`src/rtl/uart_rx_if.sv`:
```
// Receiver-side bundle for the uart_rx link: serial line in, byte/strobe/status out.
// Carries parity_err only when UART_RX_PARITY_EN is defined.
interface uart_rx_if;
  logic       rx;
  logic [7:0] data_out;
  logic       valid;
  logic       busy;
  logic       frame_err;
`ifdef UART_RX_PARITY_EN
  logic       parity_err;

  modport slave  (input rx, output data_out, valid, busy, frame_err, parity_err);
  modport master (output rx, input data_out, valid, busy, frame_err, parity_err);
`else
  modport slave  (input rx, output data_out, valid, busy, frame_err);
  modport master (output rx, input data_out, valid, busy, frame_err);
`endif
endinterface

```
`src/rtl/uart_rx.sv`:
```
// 8N1 UART receiver: mid-bit sampling, false-start rejection, framing-error flag.
// Define UART_RX_PARITY_EN to insert an even-parity bit between data and stop.
module uart_rx #(
  parameter int CLOCK_FREQ = 100_000_000,
  parameter int BAUD       = 57600
) (
  input  logic     clk,
  input  logic     rstn,
  uart_rx_if.slave bus
);

  localparam int CYCLES_PER_BIT = CLOCK_FREQ / BAUD;
  localparam int HALF_BIT       = CYCLES_PER_BIT / 2;
  localparam int CNT_W          = $clog2(CYCLES_PER_BIT) + 1;
  localparam logic [CNT_W-1:0] BIT_LAST  = CNT_W'(CYCLES_PER_BIT - 1);
  localparam logic [CNT_W-1:0] HALF_LAST = CNT_W'(HALF_BIT - 1);

  // IDLE wait start | START mid-start check | DATA 8 bits | PARITY 9th bit | STOP | BREAK wait line high
  typedef enum logic [2:0] {
    ST_IDLE,
    ST_START,
    ST_DATA,
`ifdef UART_RX_PARITY_EN
    ST_PARITY,
`endif
    ST_STOP,
    ST_BREAK
  } state_t;

  logic             r_sync1;
  logic             r_rx_s;
  state_t           r_state;
  logic [CNT_W-1:0] r_cnt;
  logic [2:0]       r_idx;
  logic [7:0]       r_shift;
  logic [7:0]       r_data;
  logic             r_valid;
  logic             r_busy;
  logic             r_frame_err;
`ifdef UART_RX_PARITY_EN
  logic             r_parity;
  logic             r_parity_err;
`endif

  logic w_bit_end;
  logic w_half_end;

  assign w_bit_end  = (r_cnt == BIT_LAST);
  assign w_half_end = (r_cnt == HALF_LAST);

  assign bus.data_out  = r_data;
  assign bus.valid     = r_valid;
  assign bus.busy      = r_busy;
  assign bus.frame_err = r_frame_err;
`ifdef UART_RX_PARITY_EN
  assign bus.parity_err = r_parity_err;
`endif

  always_ff @(posedge clk or negedge rstn) begin
    if (!rstn) begin
      r_sync1 <= 1'b1;
      r_rx_s  <= 1'b1;
    end else begin
      r_sync1 <= bus.rx;
      r_rx_s  <= r_sync1;
    end
  end

  always_ff @(posedge clk or negedge rstn) begin
    if (!rstn) begin
      r_state     <= ST_IDLE;
      r_cnt       <= '0;
      r_idx       <= 3'd0;
      r_shift     <= 8'h00;
      r_data      <= 8'h00;
      r_valid     <= 1'b0;
      r_busy      <= 1'b0;
      r_frame_err <= 1'b0;
`ifdef UART_RX_PARITY_EN
      r_parity     <= 1'b0;
      r_parity_err <= 1'b0;
`endif
    end else begin
      r_valid     <= 1'b0;
      r_frame_err <= 1'b0;
`ifdef UART_RX_PARITY_EN
      r_parity_err <= 1'b0;
`endif
      case (r_state)
        ST_IDLE: begin
          r_busy <= 1'b0;
          r_cnt  <= '0;
          if (!r_rx_s) begin
            r_state <= ST_START;
            r_busy  <= 1'b1;
          end
        end
        ST_START: begin
          if (w_half_end) begin
            r_cnt <= '0;
            if (!r_rx_s) begin
              r_state <= ST_DATA;
              r_idx   <= 3'd0;
            end else begin
              r_state <= ST_IDLE;
              r_busy  <= 1'b0;
            end
          end else begin
            r_cnt <= r_cnt + CNT_W'(1);
          end
        end
        ST_DATA: begin
          if (w_bit_end) begin
            r_cnt          <= '0;
            r_shift[r_idx] <= r_rx_s;
            if (r_idx == 3'd7) begin
`ifdef UART_RX_PARITY_EN
              r_state <= ST_PARITY;
`else
              r_state <= ST_STOP;
`endif
            end else begin
              r_idx <= r_idx + 3'd1;
            end
          end else begin
            r_cnt <= r_cnt + CNT_W'(1);
          end
        end
`ifdef UART_RX_PARITY_EN
        ST_PARITY: begin
          if (w_bit_end) begin
            r_cnt    <= '0;
            r_parity <= r_rx_s;
            r_state  <= ST_STOP;
          end else begin
            r_cnt <= r_cnt + CNT_W'(1);
          end
        end
`endif
        ST_STOP: begin
          // Leaving at mid-stop-bit lets an immediately following start edge be caught.
          if (w_bit_end) begin
            r_cnt <= '0;
            if (r_rx_s) begin
              r_state <= ST_IDLE;
              r_busy  <= 1'b0;
`ifdef UART_RX_PARITY_EN
              if (^{r_shift, r_parity}) begin
                r_parity_err <= 1'b1;
              end else begin
                r_data  <= r_shift;
                r_valid <= 1'b1;
              end
`else
              r_data  <= r_shift;
              r_valid <= 1'b1;
`endif
            end else begin
              r_frame_err <= 1'b1;
              r_state     <= ST_BREAK;
            end
          end else begin
            r_cnt <= r_cnt + CNT_W'(1);
          end
        end
        ST_BREAK: begin
          if (r_rx_s) begin
            r_state <= ST_IDLE;
            r_busy  <= 1'b0;
          end
        end
        default: begin
          r_state <= ST_IDLE;
          r_busy  <= 1'b0;
        end
      endcase
    end
  end

endmodule

```
`src/flat_wrapper.sv`:
```
// flat-port wrapper written by rule: the top's interface ports become plain ports
module uart_rx_flat 
#(
  parameter int CLOCK_FREQ = 100_000_000,
  parameter int BAUD       = 57600
)
  (clk, rstn, bus_rx, bus_data_out, bus_valid, bus_busy, bus_frame_err);
  uart_rx_if bus_i ();
  input  logic clk;
  input  logic rstn;
  input wire logic [$bits(bus_i.rx)-1:0] bus_rx;
  output wire logic [$bits(bus_i.data_out)-1:0] bus_data_out;
  output wire logic [$bits(bus_i.valid)-1:0] bus_valid;
  output wire logic [$bits(bus_i.busy)-1:0] bus_busy;
  output wire logic [$bits(bus_i.frame_err)-1:0] bus_frame_err;
  assign bus_i.rx = bus_rx;
  assign bus_data_out = bus_i.data_out;
  assign bus_valid = bus_i.valid;
  assign bus_busy = bus_i.busy;
  assign bus_frame_err = bus_i.frame_err;
  uart_rx #(.CLOCK_FREQ(CLOCK_FREQ), .BAUD(BAUD)) u_core (.clk(clk), .rstn(rstn), .bus(bus_i));
endmodule
```
`config.mk`:
```
export PLATFORM = sky130hd
export DESIGN_NAME = uart_rx_flat
export DESIGN_NICKNAME = d
export VERILOG_FILES = /design/src/rtl/uart_rx_if.sv /design/src/rtl/uart_rx.sv /design/src/flat_wrapper.sv
export SDC_FILE = /design/constraint.sdc
export NUM_CORES = 1
export LEC_CHECK = 0
export ABC_AREA = 1
export CORE_ASPECT_RATIO = 1.75
export CORE_MARGIN = 5
export CORE_UTILIZATION = 62
export CTS_CLUSTER_SIZE = 24
export DETAILED_ROUTE_END_ITERATION = 12
export GPL_TIMING_DRIVEN = 0
export HOLD_SLACK_MARGIN = 0.03
export MAX_ROUTING_LAYER = met4
export PLACE_DENSITY = 0.8
export SLEW_MARGIN = 15
export SYNTH_ARGS = -nofsm -noshare
export SYNTH_HDL_FRONTEND = slang
export SYNTH_SLANG_ARGS = --single-unit
```
`constraint.sdc`:
```
create_clock -name clk -period 2.85 [get_ports clk]
set_input_delay 0.57 -clock clk [delete_from_list [all_inputs] [get_ports clk]]
set_output_delay 0.57 -clock clk [all_outputs]
set_load 0.005 [all_outputs]
```
; Yosys cells after proc, flatten, opt, wreduce, memory -nomap -nowiden
; Cells that the tools add are included.
; Widths: inputs -> output; s select.
[word_totals]
ff_bits = 39
input_bits = 3
[classes]
addsub = 2
order_cmp = 2
eq_ne = 15
mux = 30
bitwise_logic = 1
reduce_logical = 10
[ops]
columns = cell, n
row1 = $pmux 12 s3, 1
row2 = $mux 3, 11
row3 = $mux 12, 2
row4 = $pmux 3 s5, 1
row5 = $add 12x1->12 const B, 1
row6 = $eq 12x10->1 const B, 1
row7 = $eq 12x11->1 const B, 1
row8 = $mux 1, 10
row9 = $ne 2x1->1 const B, 5
row10 = $bwmux 8, 1
row11 = $eq 3x2->1 const B, 2
row12 = $eq 3x3->1 const B, 2
row13 = $ne 2x2->1 const B, 3
row14 = $pmux 3 s2, 1
row15 = $reduce_and 3->1, 2
row16 = $reduce_and 6->1, 1
row17 = $pmux 1 s5, 1
row18 = $reduce_and 5->1, 1
row19 = $lt 3x4->1 const B, 1
row20 = $add 3x1->3 const B, 1
row21 = $demux 1 s3, 1
row22 = $eq 3x1->1 const B, 1
row23 = $ge 3x1->1 const B, 1
row24 = $logic_not 3->1, 1
row25 = other kinds (7), 7

; Logic depth before layout (Yosys ltp)
[logic_depth]
depth_word = 5
ltp_mapped = 10
ltp_nobuf = 10

; Least setup slack after synthesis
; OpenSTA, ideal clock, no wires.
[synth_timing]
kind = flip-flop to flip-flop
startpoint = register u_core.r_cnt[0]
endpoint = register u_core.r_data[5], in the netlist u_core.bus.data_out[5]
setup_ps = 76
t_arrival_ps = 1348
required_ps = 2774
path_slack_ps = 1426
stages_incl_launch_ff = 9
synth_period_minus_slack_ps = 1424
path_cell_list = dfrtp_1 -> ha_1 -> inv_1 -> nor2_1 -> nand3_2 -> nor3_4 -> buf_6 -> nand2_1 -> o21ai_1
[synth_between]
elab_chain_len = 2
[synth_lines]
columns = element, line
row1 = start: declaration, uart_rx.sv:33  ; logic [CNT_W-1:0] r_cnt;
row2 = start signal: assignment, uart_rx.sv:109  ; r_cnt <= r_cnt + CNT_W'(1);
row3 = start signal: assignment, uart_rx.sv:126  ; r_cnt <= r_cnt + CNT_W'(1);
row4 = start signal: assignment, uart_rx.sv:163  ; r_cnt <= r_cnt + CNT_W'(1);
row5 = $eq 12x11->1, uart_rx.sv:48  ; assign w_bit_end = (r_cnt == BIT_LAST);
row6 = $reduce_and 3->1 (no line), --
row7 = end signal: assignment, uart_rx.sv:155  ; r_data <= r_shift;
row8 = end: declaration, uart_rx.sv:36  ; logic [7:0] r_data;
; No other way between the ends.
; A chain may end at the register's enable or synchronous reset.

; Final worst setup path
[layout_timing]
startpoint = register u_core.r_data[0], in the netlist u_core.bus.data_out[0]
endpoint = output bus_data_out[0]
[layout_lines]
columns = element, line
row1 = end: declaration, flat_wrapper.sv:12  ; output wire logic [$bits(bus_i.data_out)-1:0] bus_data_out;
; No word-level cell between the ends.

==> results_dict.tcl <==
set metrics [dict create \
    status "finished clean" \
    worstPathArrival_ns 1.15 \
    finalClockSkew_ns 0.00579 \
    portBuffers 13 \
    worst_pin_slew_ns 0.448 \
    row_count 27 \
    rsz0062_at_grt "no" \
    dp_hpwl_um 2860 \
    hold_viol_final 0 \
    final_common_cell "nand2_1" \
    gp_congestion 0.898 \
    cts_root_buf "clkbuf_8" \
    leakage_nw 1.01 \
    grt_max_degree 31 \
    grt_pass1_vias 1622 \
    pwr_density_cell_nw_per_um2 420 \
    start_util_pct 63.0 \
    start_kind "flip-flop" \
    max-vdd-ir-drop_mv 0.432 \
    htreeDepth 2 \
    tritoncts "built" \
    regToRegStartpoint "u_core.r_cnt[0]" \
    fmaxAchievable_mhz 581 \
    avgSynthCellArea_um2 7.93 \
    final_max_slew_viol_count 0 \
    cts_setup_buffers 0 \
    drive_gt1_share_pct 10.5 \
    via_per_inst 5.12 \
    cp.required_ns 2.28 \
    fp.dieW_um 52.2 \
    hold_class "primary input to async pin" \
    wl_um 3740 \
    synth_area_um2 1940 \
    r2r_end "u_core.r_cnt[8]" \
    design_area_um2 2220 \
    clock-sinks 39 \
    area.growth.synth_to_final_pct 14.7 \
    postPlaceCellArea_um2 2130 \
    dpl.cell_count 301 \
    dieHeight_um 83.9 \
    cts_resized 0 \
    fp.dieArea_um2 4380 \
    io_pins 14 \
    diodes 0 \
    period_minus_slack_ns 1.72 \
    final_antenna_net_count 0 \
    path_max_fanout 2 \
    seq_area_frac_synth_pct 50.5 \
    first_pass_iters 4 \
    hold_buffers 0 \
    grt_antenna_before_repair 0 \
    clock_path_buffers 2 \
    synth_warnings 0 \
    detail_route.wl_per_cell_um 12.1 \
    tns_ns 0 \
    fin_cells 309 \
    coreArea_um2 3070 \
    cts_made_buffers 5 \
    nets 271 \
    worst_path_max_delay_cell "clkdlybuf4s50_1" \
    synth_cell_types 26 \
    clk_latency_ns 0.28 \
    grt_usage_pct 21.8 \
    ys_seq_elements 39 \
    period_share_pct 60.4 \
    vias 1582 \
    drv_cap 0 \
    cp.buffers_inverters 1 \
    regToRegSetupSlack_ns 1.16 \
    synth_nets 250 \
    crit_type "flip-flop to primary output" \
    drt_iter0_markers 33 \
    setup_viol 0 \
    postSynthCellCount 244 \
    critPathCaptureType "primary output" \
    cpLargestDelayFamily "buffers and inverters" \
    r2r_cells 8 \
    layout_common_cells "75 x nand2_1, 37 x dfrtp_1, 28 x nor2_1" \
    overflow 0 \
    maxSlewHeadroom_pct 70.1 \
    cpPeakStageDelay_ns 0.51 \
    grt_pass1_wl_um 7170 \
    clk_pin_slew_ns 0.08 \
    drc_errors 0 \
    path_cells "clkdlybuf4s50_1" \
]
[logic make-up (layout without fill, tap and decap cells)]
| logic type | count (synthesis) | after routing | share of synthesized area, % |
|---|---|---|---|
| simple gates | 138 | 138 | 31.2 |
| flops | 39 | 39 | 50.5 |
| buf+inv | 30 | 52 | 6.27 |
| compound gates | 29 | 29 | 7.82 |
| xor+xnor | 5 | 5 | 2.26 |
| fa+ha+maj | 3 | 3 | 1.94 |
[through the flow]
stage	total power [mW]	hold slack [ns]	utilization (%)	setup WS [ns]
after global routing	0.970	0.154	72.2	0.940
after global placement	0.586	0.347	68.9	0.285
after floorplan	0.571	0.274	-	1.43
final	0.932	0.140	72.2	1.13
after detailed placement	0.589	0.351	69.4	1.17
after CTS	0.943	0.137	72.2	1.11
[state kept, by name, indices dropped and copies added (netlist names)]
| name | count |
|---|---|
| u_core.bus.busy | 1 |
| u_core.bus.data_out | 8 |
| u_core.bus.frame_err | 1 |
| u_core.bus.valid | 1 |
| u_core.r_cnt | 12 |
| u_core.r_idx | 3 |
| u_core.r_rx_s | 1 |
| u_core.r_shift | 8 |
| u_core.r_state | 3 |
| u_core.r_sync1 | 1 |
[metal layers]
layer  up-vias  routed length, um  track usage (%)
met1       736               1500             25.2
li1        817                  -                -
met5         -                  0                -
met4         0                 95             8.84
met2        18               2070             36.8
met3        11                 76             3.40
[synth_stat cells]
master	instances	area, um2
a21oi_1	3	15.0
buf_2	1	5.00
buf_6	1	11.3
clkbuf_1	1	3.75
dfrtp_1	37	926
dfstp_2	2	52.6
ha_1	3	37.5
inv_1	21	78.8
inv_2	6	22.5
nand2_1	75	282
nand2_2	2	12.5
nand3_1	17	85.1
nand3_2	1	10.0
nand3b_1	4	30.0
nor2_1	28	105
nor2_2	4	25.0
nor2_4	1	11.3
nor3_1	4	20.0
nor3_4	1	16.3
o211ai_1	1	7.51
o21ai_0	6	30.0
o21ai_1	17	85.1
o21bai_1	1	7.51
o22ai_1	1	6.26
or2_1	1	6.26
xor2_1	5	43.8
[area by class of cell]
cell class	instances	area, um2
Sequential cell	39	978
Fill cell	259	855
Multi-Input combinational cell	175	836
Timing Repair Buffer	14	145
Inverter	27	101
Clock buffer	6	72.6
Tap cell	43	53.8
Buffer	3	20.0
Clock inverter	2	12.5
[how the worst max path moves through the flow]
stage | startpoint | endpoint | slack [ns] | cells past startpoint
5_1_grt | u_core.r_cnt[0] | u_core.r_cnt[7] | 0.94 | 8
4_1_cts | u_core.bus.data_out[0] | bus_data_out[0] | 1.11 | 1
3_3_place_gp | rstn | u_core.bus.data_out[7] | 0.28 | 1
2_1_floorplan | u_core.r_cnt[0] | u_core.bus.data_out[5] | 1.43 | 8
6_report | u_core.bus.data_out[0] | bus_data_out[0] | 1.13 | 1
3_5_place_dp | u_core.r_cnt[0] | u_core.r_cnt[8] | 1.17 | 8
[power breakdown]
part | switching [mW] | internal, mW
Combinational | 0.0152 | 0.00548
Clock | 0.184 | 0.171
Sequential | 0.000883 | 0.556
Power figures use the tool's default switching activity.
